<file path="config.mk">
export PLATFORM = sky130hd
export DESIGN_NAME = sha256_msg_sequencer
export DESIGN_NICKNAME = d
export VERILOG_FILES = /design/src/rtl/sha256_msg_sequencer.sv
export SDC_FILE = /design/constraint.sdc
export NUM_CORES = 1
export LEC_CHECK = 0
export BUFFER_PORTS_ARGS = -buffer_cell sky130_fd_sc_hd__buf_4
export CELL_PAD_IN_SITES_DETAIL_PLACEMENT = 0
export CELL_PAD_IN_SITES_GLOBAL_PLACEMENT = 1
export CORE_AREA = 4 4 614 616
export DETAILED_ROUTE_END_ITERATION = 16
export DIE_AREA = 0 0 618 620
export GPL_TIMING_DRIVEN = 0
export PLACE_DENSITY_LB_ADDON = 0.05
export SLEW_MARGIN = 25
export SYNTH_ARGS = -nofsm -noshare
export SYNTH_HDL_FRONTEND = slang
export SYNTH_SLANG_ARGS = --single-unit
</file>
<file path="constraint.sdc">
create_clock -name clk -period 2.25 [get_ports clk]
set_input_delay 0.1125 -clock clk [delete_from_list [all_inputs] [get_ports clk]]
set_output_delay 0.1125 -clock clk [all_outputs]
set_load 0.02 [all_outputs]
</file>
<file path="src/rtl/sha256_msg_sequencer.sv">
// Multi-block message sequencer for the single-block SHA-256 core: issues padded
// blocks, chains them through the core, returns the final digest and watchdogs the core.
module sha256_msg_sequencer #(
    parameter int TIMEOUT_CYCLES = 255,
    parameter int CNT_W          = 16
) (
    input  logic             clk,
    input  logic             rst_n,
    input  logic             s_valid,
    output logic             s_ready,
    input  logic [511:0]     s_block,
    input  logic             s_last,
    output logic             core_start_block,
    output logic             core_block_valid,
    output logic [511:0]     core_block_in,
    input  logic             core_busy,
    input  logic             core_comp_done,
    input  logic [255:0]     core_hash_out,
    output logic             m_valid,
    input  logic             m_ready,
    output logic [255:0]     m_digest,
    output logic [CNT_W-1:0] m_blocks,
    output logic             err_timeout,
    output logic             busy
);

    localparam int TO_W = $clog2(TIMEOUT_CYCLES);
    localparam logic [TO_W-1:0] TO_LAST = TO_W'(TIMEOUT_CYCLES - 1);

    typedef enum logic [1:0] {
        ST_IDLE = 2'd0,
        ST_WAIT = 2'd1,
        ST_OUT  = 2'd2
    } state_t;

    // Block counter never wraps; it sticks at all-ones on very long messages.
    function automatic logic [CNT_W-1:0] sat_inc(input logic [CNT_W-1:0] v);
        if (&v) begin
            return v;
        end else begin
            return v + CNT_W'(1'b1);
        end
    endfunction

    state_t             state_r, state_s;
    logic               first_flag_r, first_flag_s;
    logic               last_q_r, last_q_s;
    logic [CNT_W-1:0]   blk_cnt_r, blk_cnt_s;
    logic [TO_W-1:0]    to_cnt_r, to_cnt_s;
    logic               s_ready_r, s_ready_s;
    logic               start_r, start_s;
    logic               bv_r, bv_s;
    logic [511:0]       block_in_r, block_in_s;
    logic               m_valid_r, m_valid_s;
    logic [255:0]       m_digest_r, m_digest_s;
    logic [CNT_W-1:0]   m_blocks_r, m_blocks_s;
    logic               err_r, err_s;
    logic               busy_r, busy_s;

    assign s_ready          = s_ready_r;
    assign core_start_block = start_r;
    assign core_block_valid = bv_r;
    assign core_block_in    = block_in_r;
    assign m_valid          = m_valid_r;
    assign m_digest         = m_digest_r;
    assign m_blocks         = m_blocks_r;
    assign err_timeout      = err_r;
    assign busy             = busy_r;

    // Next-state and next-output computation for the sequencer FSM.
    always_comb begin
        state_s      = state_r;
        first_flag_s = first_flag_r;
        last_q_s     = last_q_r;
        blk_cnt_s    = blk_cnt_r;
        to_cnt_s     = to_cnt_r;
        block_in_s   = block_in_r;
        start_s      = 1'b0;
        bv_s         = 1'b0;
        m_valid_s    = m_valid_r;
        m_digest_s   = m_digest_r;
        m_blocks_s   = m_blocks_r;
        err_s        = err_r;
        s_ready_s    = 1'b0;
        busy_s       = 1'b0;

        case (state_r)
            ST_IDLE: begin
                if (s_valid && s_ready_r) begin
                    block_in_s = s_block;
                    last_q_s   = s_last;
                    if (first_flag_r) begin
                        blk_cnt_s = {CNT_W{1'b0}};
                        err_s     = 1'b0;
                    end else begin
                        blk_cnt_s = blk_cnt_r;
                    end
                    bv_s     = 1'b1;
                    start_s  = first_flag_r;
                    to_cnt_s = {TO_W{1'b0}};
                    state_s  = ST_WAIT;
                end else begin
                    state_s = ST_IDLE;
                end
            end
            ST_WAIT: begin
                // A completion arriving on the timeout cycle still counts as success.
                if (core_comp_done) begin
                    blk_cnt_s = sat_inc(blk_cnt_r);
                    if (last_q_r) begin
                        m_digest_s = core_hash_out;
                        m_blocks_s = sat_inc(blk_cnt_r);
                        m_valid_s  = 1'b1;
                        state_s    = ST_OUT;
                    end else begin
                        first_flag_s = 1'b0;
                        state_s      = ST_IDLE;
                    end
                end else if (to_cnt_r == TO_LAST) begin
                    err_s        = 1'b1;
                    first_flag_s = 1'b1;
                    state_s      = ST_IDLE;
                end else begin
                    to_cnt_s = to_cnt_r + TO_W'(1'b1);
                end
            end
            ST_OUT: begin
                if (m_ready) begin
                    m_valid_s    = 1'b0;
                    first_flag_s = 1'b1;
                    state_s      = ST_IDLE;
                end else begin
                    state_s = ST_OUT;
                end
            end
            default: begin
                state_s      = ST_IDLE;
                first_flag_s = 1'b1;
            end
        endcase

        // Intake is only offered from IDLE and while the core reports idle.
        s_ready_s = (state_s == ST_IDLE) && !core_busy;
        busy_s    = (state_s != ST_IDLE) || !first_flag_s;
    end

    // State and output registers.
    always_ff @(posedge clk or negedge rst_n) begin
        if (!rst_n) begin
            state_r      <= ST_IDLE;
            first_flag_r <= 1'b1;
            last_q_r     <= 1'b0;
            blk_cnt_r    <= {CNT_W{1'b0}};
            to_cnt_r     <= {TO_W{1'b0}};
            s_ready_r    <= 1'b0;
            start_r      <= 1'b0;
            bv_r         <= 1'b0;
            block_in_r   <= 512'd0;
            m_valid_r    <= 1'b0;
            m_digest_r   <= 256'd0;
            m_blocks_r   <= {CNT_W{1'b0}};
            err_r        <= 1'b0;
            busy_r       <= 1'b0;
        end else begin
            state_r      <= state_s;
            first_flag_r <= first_flag_s;
            last_q_r     <= last_q_s;
            blk_cnt_r    <= blk_cnt_s;
            to_cnt_r     <= to_cnt_s;
            s_ready_r    <= s_ready_s;
            start_r      <= start_s;
            bv_r         <= bv_s;
            block_in_r   <= block_in_s;
            m_valid_r    <= m_valid_s;
            m_digest_r   <= m_digest_s;
            m_blocks_r   <= m_blocks_s;
            err_r        <= err_s;
            busy_r       <= busy_s;
        end
    end

endmodule
</file>
==> results_dict.tcl, run 1 <==
set metrics [dict create \
    syn_nets 4310 \
    p_sw_uw 37400 \
    crit_start "state_r[1]" \
    async_reset_ff_share_pct 100 \
    rsz0062_at_grt "true" \
    critPathMostFrequentCell "clkbuf_1" \
    hold_slack_ns 0.00793 \
    design.die.area_sq_um 383000 \
    ys.flop_type "dfrtp_1" \
    synth_cell_types 65 \
    firstDrtPassIters 4 \
    skew_ns 0.0428 \
    clock_path_buffers 4 \
    regToRegEndpoint "blk_cnt_r[15]" \
    wl_per_cell_um 22.9 \
    outcome "completed" \
    period_needed_ns 2.07 \
    drive_gt1_share_pct 30.1 \
    worstPathMaxFanout 10 \
    worstMarginPinSlew_ns 0.911 \
    end_kind "flop" \
    period_share_pct 92.1 \
    seq_power_share_pct 29.6 \
    crit_path_start_kind "flop" \
    powerDensity_nw_per_um2 1280 \
    hp-class "in -> async" \
    ir_drop_mv 0.444 \
    cp_top_family "buffers and inverters" \
    hpwl_um 213000 \
    core_area_sq_um 371000 \
    place_congestion 0.732 \
    clk_pin_slew_ns 0.05 \
    syn_inst 3532 \
    cp.required_ns 2.95 \
    vias 35500 \
    io_pins 1565 \
    crit_buf_inv 2 \
    die_h_um 620 \
    p_comb_share_pct 44.6 \
    synthesis.area_sq_um 31400 \
    start_util_pct 8.46 \
    path_cells "and3b_1 > clkbuf_1 > clkbuf_1 > a31oi_1 > a311oi_2" \
    io_buffers 1564 \
    htreeDepth 4 \
    drt_iter0_drc 1340 \
    clkPwrFrac_pct 25.8 \
    setup_viol 0 \
    drt-total-wl_um 267000 \
    grt_first_pass_wirelength_um 347000 \
    synth.avg_cell_area_sq_um 8.89 \
    fin_util_pct 18.1 \
    antenna_found_initial 152 \
    power.leakage_uw 0.0334 \
    cts_inserted_buffers 143 \
    areaGrowthSynthToFinish_pct 114 \
    grt_overflow 0 \
    r2r_start "state_r[1]" \
    max_stage_delay_ns 0.56 \
    hold_viol 0 \
    reg2reg_slack_ns 0.18 \
    p_sw_share_pct 43.3 \
    max_freq_ghz 0.483 \
    grt_pass1_vias 37900 \
    drc_errors 0 \
    die_w_um 618 \
    slew_headroom_pct 39.3 \
    crit_end "blk_cnt_r[15]" \
    cts_tree "yes" \
    yosysSeqAreaShare_pct 65.2 \
    synth_seq_cells 818 \
    crit_arrival_ns 2.77 \
    ant_nets 0 \
    fin_nets 7274 \
    max_cap_viol_count 0 \
    path_class "reg -> reg" \
    synth_edf_count 0 \
    cts_sinks 818 \
    grt_usage_pct 13.3 \
    r2r_cells 5 \
    viasPerCell 3.05 \
    clk_latency_ns 0.81 \
    crit_cells 5 \
    cp_slowest_cell "clkbuf_1" \
    rows 224 \
    yosys_warnings 0 \
    cts_root_buf "clkbuf_16" \
    slew_violations 0 \
    internal-power_uw 48900 \
    grt_max_degree 97 \
]
## layout make-up
class                           count  area, sq um
Fill cell                       42000       304000
Timing Repair Buffer             2822        24700
Sequential cell                   818        20500
Multi-Input combinational cell   2514        10100
Tap cell                         4972         6220
Clock buffer                      227         4290
Buffer                            187         1140
Clock inverter                     22          248
Antenna cell                       55          138
Inverter                           10         37.5
## cell families (layout without fill, tap and decap cells)
kind of cell | Yosys count | count (layout) | synth area share, %
simple gates | 2422 | 2422 | 29.8
buf+inv | 200 | 3268 | 2.90
mux | 3 | 3 | 0.0996
flops | 818 | 818 | 65.2
xor+xnor | 8 | 8 | 0.223
other cells | 0 | 55 | 0
compound gates | 78 | 78 | 1.72
fa+ha+maj | 3 | 3 | 0.120
## worst min path at each step
stage / end / depth (start not counted)
5_1_grt: m_digest[84] / 9
6_report: m_digest[84] / 9
3_5_place_dp: core_block_in[33] / 1
2_1_floorplan: blk_cnt_r[0] / 0
3_3_place_gp: s_ready / 2
4_1_cts: core_block_in[22] / 6
## registers in the layout (all words and copies together) (netlist names), 2 cells and up
signal and flops:
blk_cnt_r 16, core_block_in 512, m_blocks 16, m_digest 256
state_r 2, to_cnt_r 8
## layer usage
metal  track usage [%]  wire [um]  vias to the layer above
li1                  -          -                    16900
met1              13.4      93700                    16900
met2              24.9     141000                     1161
met3              4.99      21900                      461
met4              4.65      10200                       46
met5                 0        295                        -
## tightest hold or removal path, stage by stage
cell,delay (ns)
buf_16,0.08
buf_16,0.09
buf_16,0.09
buf_16,0.09
buf_16,0.09
buf_16,0.10
buf_16,0.10
buf_16,0.10
buf_16,0.35
## layout by cell type (no fill, tap or decap), types with 12 or more instances in the layout
master	netlist	routed
clkinv_2	0	12
nor2_1	18	18
diode_2	0	55
dlygate4sd3_1	0	1230
clkbuf_1	57	73
clkbuf_2	0	28
nand3_1	15	14
nand2_1	2336	2326
buf_4	1	1591
buf_16	0	20
clkbuf_4	0	18
clkbuf_16	0	147
dfrtp_1	817	817
a21oi_1	13	13
buf_2	124	75
clkbuf_8	0	33
## timing repair
action / CTS / global route
endpoints found under the hold margin: 1146 / 51
buffers inserted: 5 / 0
pin swaps: 1 / 0
endpoints found under the setup margin: 808 / 274
hold buffers: 1231 / 11
cloned: 0 / 1
gates resized for setup: 92 / 48
## per-stage QoR
stage	cells	TNS (ns)	power (uW)	setup WS, ns	area (sq um)
finish	11600	0	86300	0.178	67400
global route	11600	-0.00194	92400	-0.00194	67300
CTS	11600	0	89600	0.000881	66900
detailed placement	10100	-516.08	63700	-1.03	49700
global placement	10100	-	63700	-12.73	49400
floorplan	3532	0	40600	0.373	31400
## Yosys cell counts (all sizes together) (5+ instances only)
library cell	n	share of area, %
a21oi	13	0.21
a31oi	11	0.22
and4	5	0.14
buf	133	2.1
clkbuf	57	0.68
dfrtp	817	65
inv	10	0.12
nand2	2337	28
nand3	16	0.27
nand4	11	0.33
nor2	19	0.24
nor3	7	0.11
nor4	6	0.21
o211ai	7	0.17
o21ai	15	0.27
o31ai	7	0.17
or4	7	0.17
xor2	5	0.14
## power groups by stage
stage | logic (uW) | clock network (uW) | registers, uW
4_1_cts | 40200 | 23800 | 25700
6_report | 38500 | 22300 | 25600
3_3_place_gp | 37900 | 0 | 25800
3_5_place_dp | 37900 | 0 | 25800
5_1_grt | 41900 | 24000 | 26500
2_1_floorplan | 7190 | 0 | 33400
(Power assumes the default switching activity.)
==> run 2, diff against run 1 <==
ABC_AREA = 1   (was unset)
CORE_AREA = 4 4 616 618   (was 4 4 614 616)
DIE_AREA = 0 0 620 622   (was 0 0 618 620)
clock period = 1.7 ns   (was 2.25 ns; I/O delays follow)
==> run 2 against run 1 <==
Net effect:
- the flow now finishes with violations (negative hold slack, negative setup slack)
- worst setup slack worse by 0.42 ns
- power is 34% higher
- sequential power is 31% higher
- worst hold slack worse by 0.58 ns
- core utilization is 0.72 points higher
- critical endpoint is now core_block_in[211]
==> results_dict.tcl, run 2 <==
set metrics [dict create \
    outcome "finished, violations left" \
    violations "negative hold slack, negative setup slack" \
    clk_pin_slew_ns 0.05 \
    crit_arrival_ns 2.70 \
    vias 36000 \
    cts_sinks 818 \
    largest_reg_flops 512 \
    antenna_found_initial 146 \
    synthTopCellsByArea "dfrtp_1 (65%), nand2_1 (29%), buf_2 (1.5%)" \
    fin_nets 7473 \
    setup_viol 745 \
    async_reset_ff_share_pct 100 \
    power.leakage_uw 0.0351 \
    skew_ns 0.0376 \
    hpwl_um 208000 \
    yosys_warnings 0 \
    setup_ws_ns -0.242 \
    rows 225 \
    synth_seq_cells 818 \
    drt-total-wl_um 267000 \
    path_class "reg -> reg" \
    ir_drop_mv 0.680 \
    period_share_pct 114 \
    clk_latency_ns 0.83 \
    global_route.usage.met2_pct 24.3 \
    hold_buffers 1322 \
    crit_path_start_kind "flop" \
    syn_inst 3584 \
    drive_gt1_share_pct 32.0 \
    syn_nets 4362 \
    n_fill_cell 42300 \
    cts_inserted_buffers 142 \
    pre_cts_ws_ns -1.97 \
    grt_first_pass_wirelength_um 352000 \
    grt_pass1_vias 38100 \
    synthesis.area_sq_um 31200 \
    yosysMostFrequentCell "nand2_1" \
    worstMarginPinSlew_ns 0.674 \
    synthTopCellsByCount "nand2_1 (2447), dfrtp_1 (817), buf_2 (91)" \
    synth_cell_types 25 \
    grt_overflow 0 \
    placed_cell_area_sq_um 49500 \
    end_kind "flop" \
    design.die.area_sq_um 386000 \
    firstDrtPassIters 4 \
    grt.busiest_layer "met2" \
    start_util_pct 8.34 \
    core_area_sq_um 374000 \
    cts_root_buf "clkbuf_16" \
    yosys.area.top_type_share_pct 65.5 \
    grt_usage_pct 13.4 \
    ant_nets 0 \
    htreeDepth 4 \
    clock_path_buffers 4 \
    hp-class "in -> async" \
    io_buffers 1564 \
    powerDensity_nw_per_um2 1640 \
    drc_errors 0 \
    wl_per_cell_um 22.6 \
    final_common_cell "nand2_1" \
    mostFrequentLayoutCells "nand2_1 (2314), buf_4 (1602), dlygate4sd3_1 (1319), dfrtp_1 (814), clkbuf_16 (162)" \
    viasPerCell 3.04 \
    place_inst 10200 \
    drt_iter0_drc 1519 \
    hold_slack_ns -0.569 \
    slew_headroom_pct 55.1 \
    period_needed_ns 1.94 \
    die_h_um 622 \
    max_freq_ghz 0.515 \
    worstPathMaxFanout 6 \
    finish.instance_area_sq_um 70600 \
    areaGrowthSynthToFinish_pct 126 \
    max_cap_viol_count 0 \
    io_pins 1565 \
    rsz0062_at_grt "true" \
    die_w_um 620 \
    synth_area_leader_cell "dfrtp_1" \
    grtUsageMet1_pct 14.4 \
    slew_violations 0 \
    grt_use_met3_pct 3.79 \
    ys.flop_type "dfrtp_1" \
    cts_tree "yes" \
    place_congestion 0.750 \
    yosysSeqAreaShare_pct 65.6 \
    synth.avg_cell_area_sq_um 8.71 \
    cp.required_ns 2.46 \
    instances_no_fill 11800 \
    fin_util_pct 18.9 \
    hold_viol 242 \
    synth_edf_count 0 \
    grt_max_degree 94 \
]
## run 2: changes by cell type after synthesis, sizes merged, moves of 6 or more
cell | before | now
nand2 | 2337 | 2448
inv | 10 | 36
buf | 133 | 110
nand3 | 16 | 32
clkbuf | 57 | 68
nor2 | 19 | 29
a21oi | 13 | 4
a31oi | 11 | 2
nand4 | 11 | 3
o211ai | 7 | 0
or4 | 7 | 0
nor4 | 6 | 0
o31ai | 7 | 1
## run 2: through the flow
stage | power (uW) | hold slack, ns | TNS, ns
6_report | 116000 | -0.569 | -86.00
5_1_grt | 124000 | -0.624 | -178.69
4_1_cts | 120000 | -0.665 | -131.80
3_5_place_dp | 83200 | -0.0229 | -1130.70
3_3_place_gp | 83300 | 0.278 | -
2_1_floorplan | 53200 | -0.211 | 0
## run 2: path summary, 6_finish.rpt
path	from	endpoint	slack, ns	cells after the start
max	state_r[0]	core_block_in[211]	-0.24	11
min	rst_n	m_digest[25]	-0.57	4
max reg2reg	state_r[0]	core_block_in[211]	-0.24	11
min reg2reg	m_digest[71]	m_digest[71]	0.47	2
max in group asynchronous	rst_n	core_block_in[270]	0.05	8
min in group clk	s_block[172]	core_block_in[172]	0.08	4
## run 2: worst max-delay path: stages, from the launching register on
cell and delay [ns]:
dfrtp_2 0.43, inv_2 0.07, nand4_1 0.16, buf_12 0.20
clkinvlp_4 0.08, buf_12 0.15, buf_12 0.15, buf_16 0.14
buf_12 0.16, buf_12 0.15, nand2_4 0.08, nand2_1 0.06
## run 2: what timing repair did
item,CTS,global route
gates resized for setup,542,141
endpoints found under the hold margin,1104,242
setup endpoints to repair,827,995
buffers inserted,42,5
pin swaps,8,2
cloned,23,4
## run 2: power by group
group          internal [uW]  switching, uW
Clock                  16900          11800
Sequential             28200           5290
Combinational          20900          32700
## run 2: routing by layer
layer / wire, um / vias up
met4: 12900 / 50
met2: 137000 / 1054
met3: 16900 / 449
met1: 99500 / 17200
li1: - / 17200
met5: 277 / -
## run 2: final cells by class
cell class,count,area (sq um),share of cell area (%)
Timing Repair Buffer,2968,26700,37.7
Antenna cell,46,115,0.163
Multi-Input combinational cell,2552,10400,14.7
Tap cell,4994,6250,8.85
Inverter,36,139,0.197
Buffer,177,2250,3.18
Clock buffer,216,4200,5.94
Sequential cell,818,20500,29.0
Clock inverter,17,155,0.220
## run 2: logic make-up after synthesis
family | Yosys count | synth area share (%)
buffers and inverters | 214 | 3.17
adder cells (fa/ha/maj) | 3 | 0.120
AO/OA/AOI/OAI | 22 | 0.377
AND/OR/NAND/NOR | 2517 | 30.5
XOR/XNOR | 10 | 0.280
flip-flops | 818 | 65.6
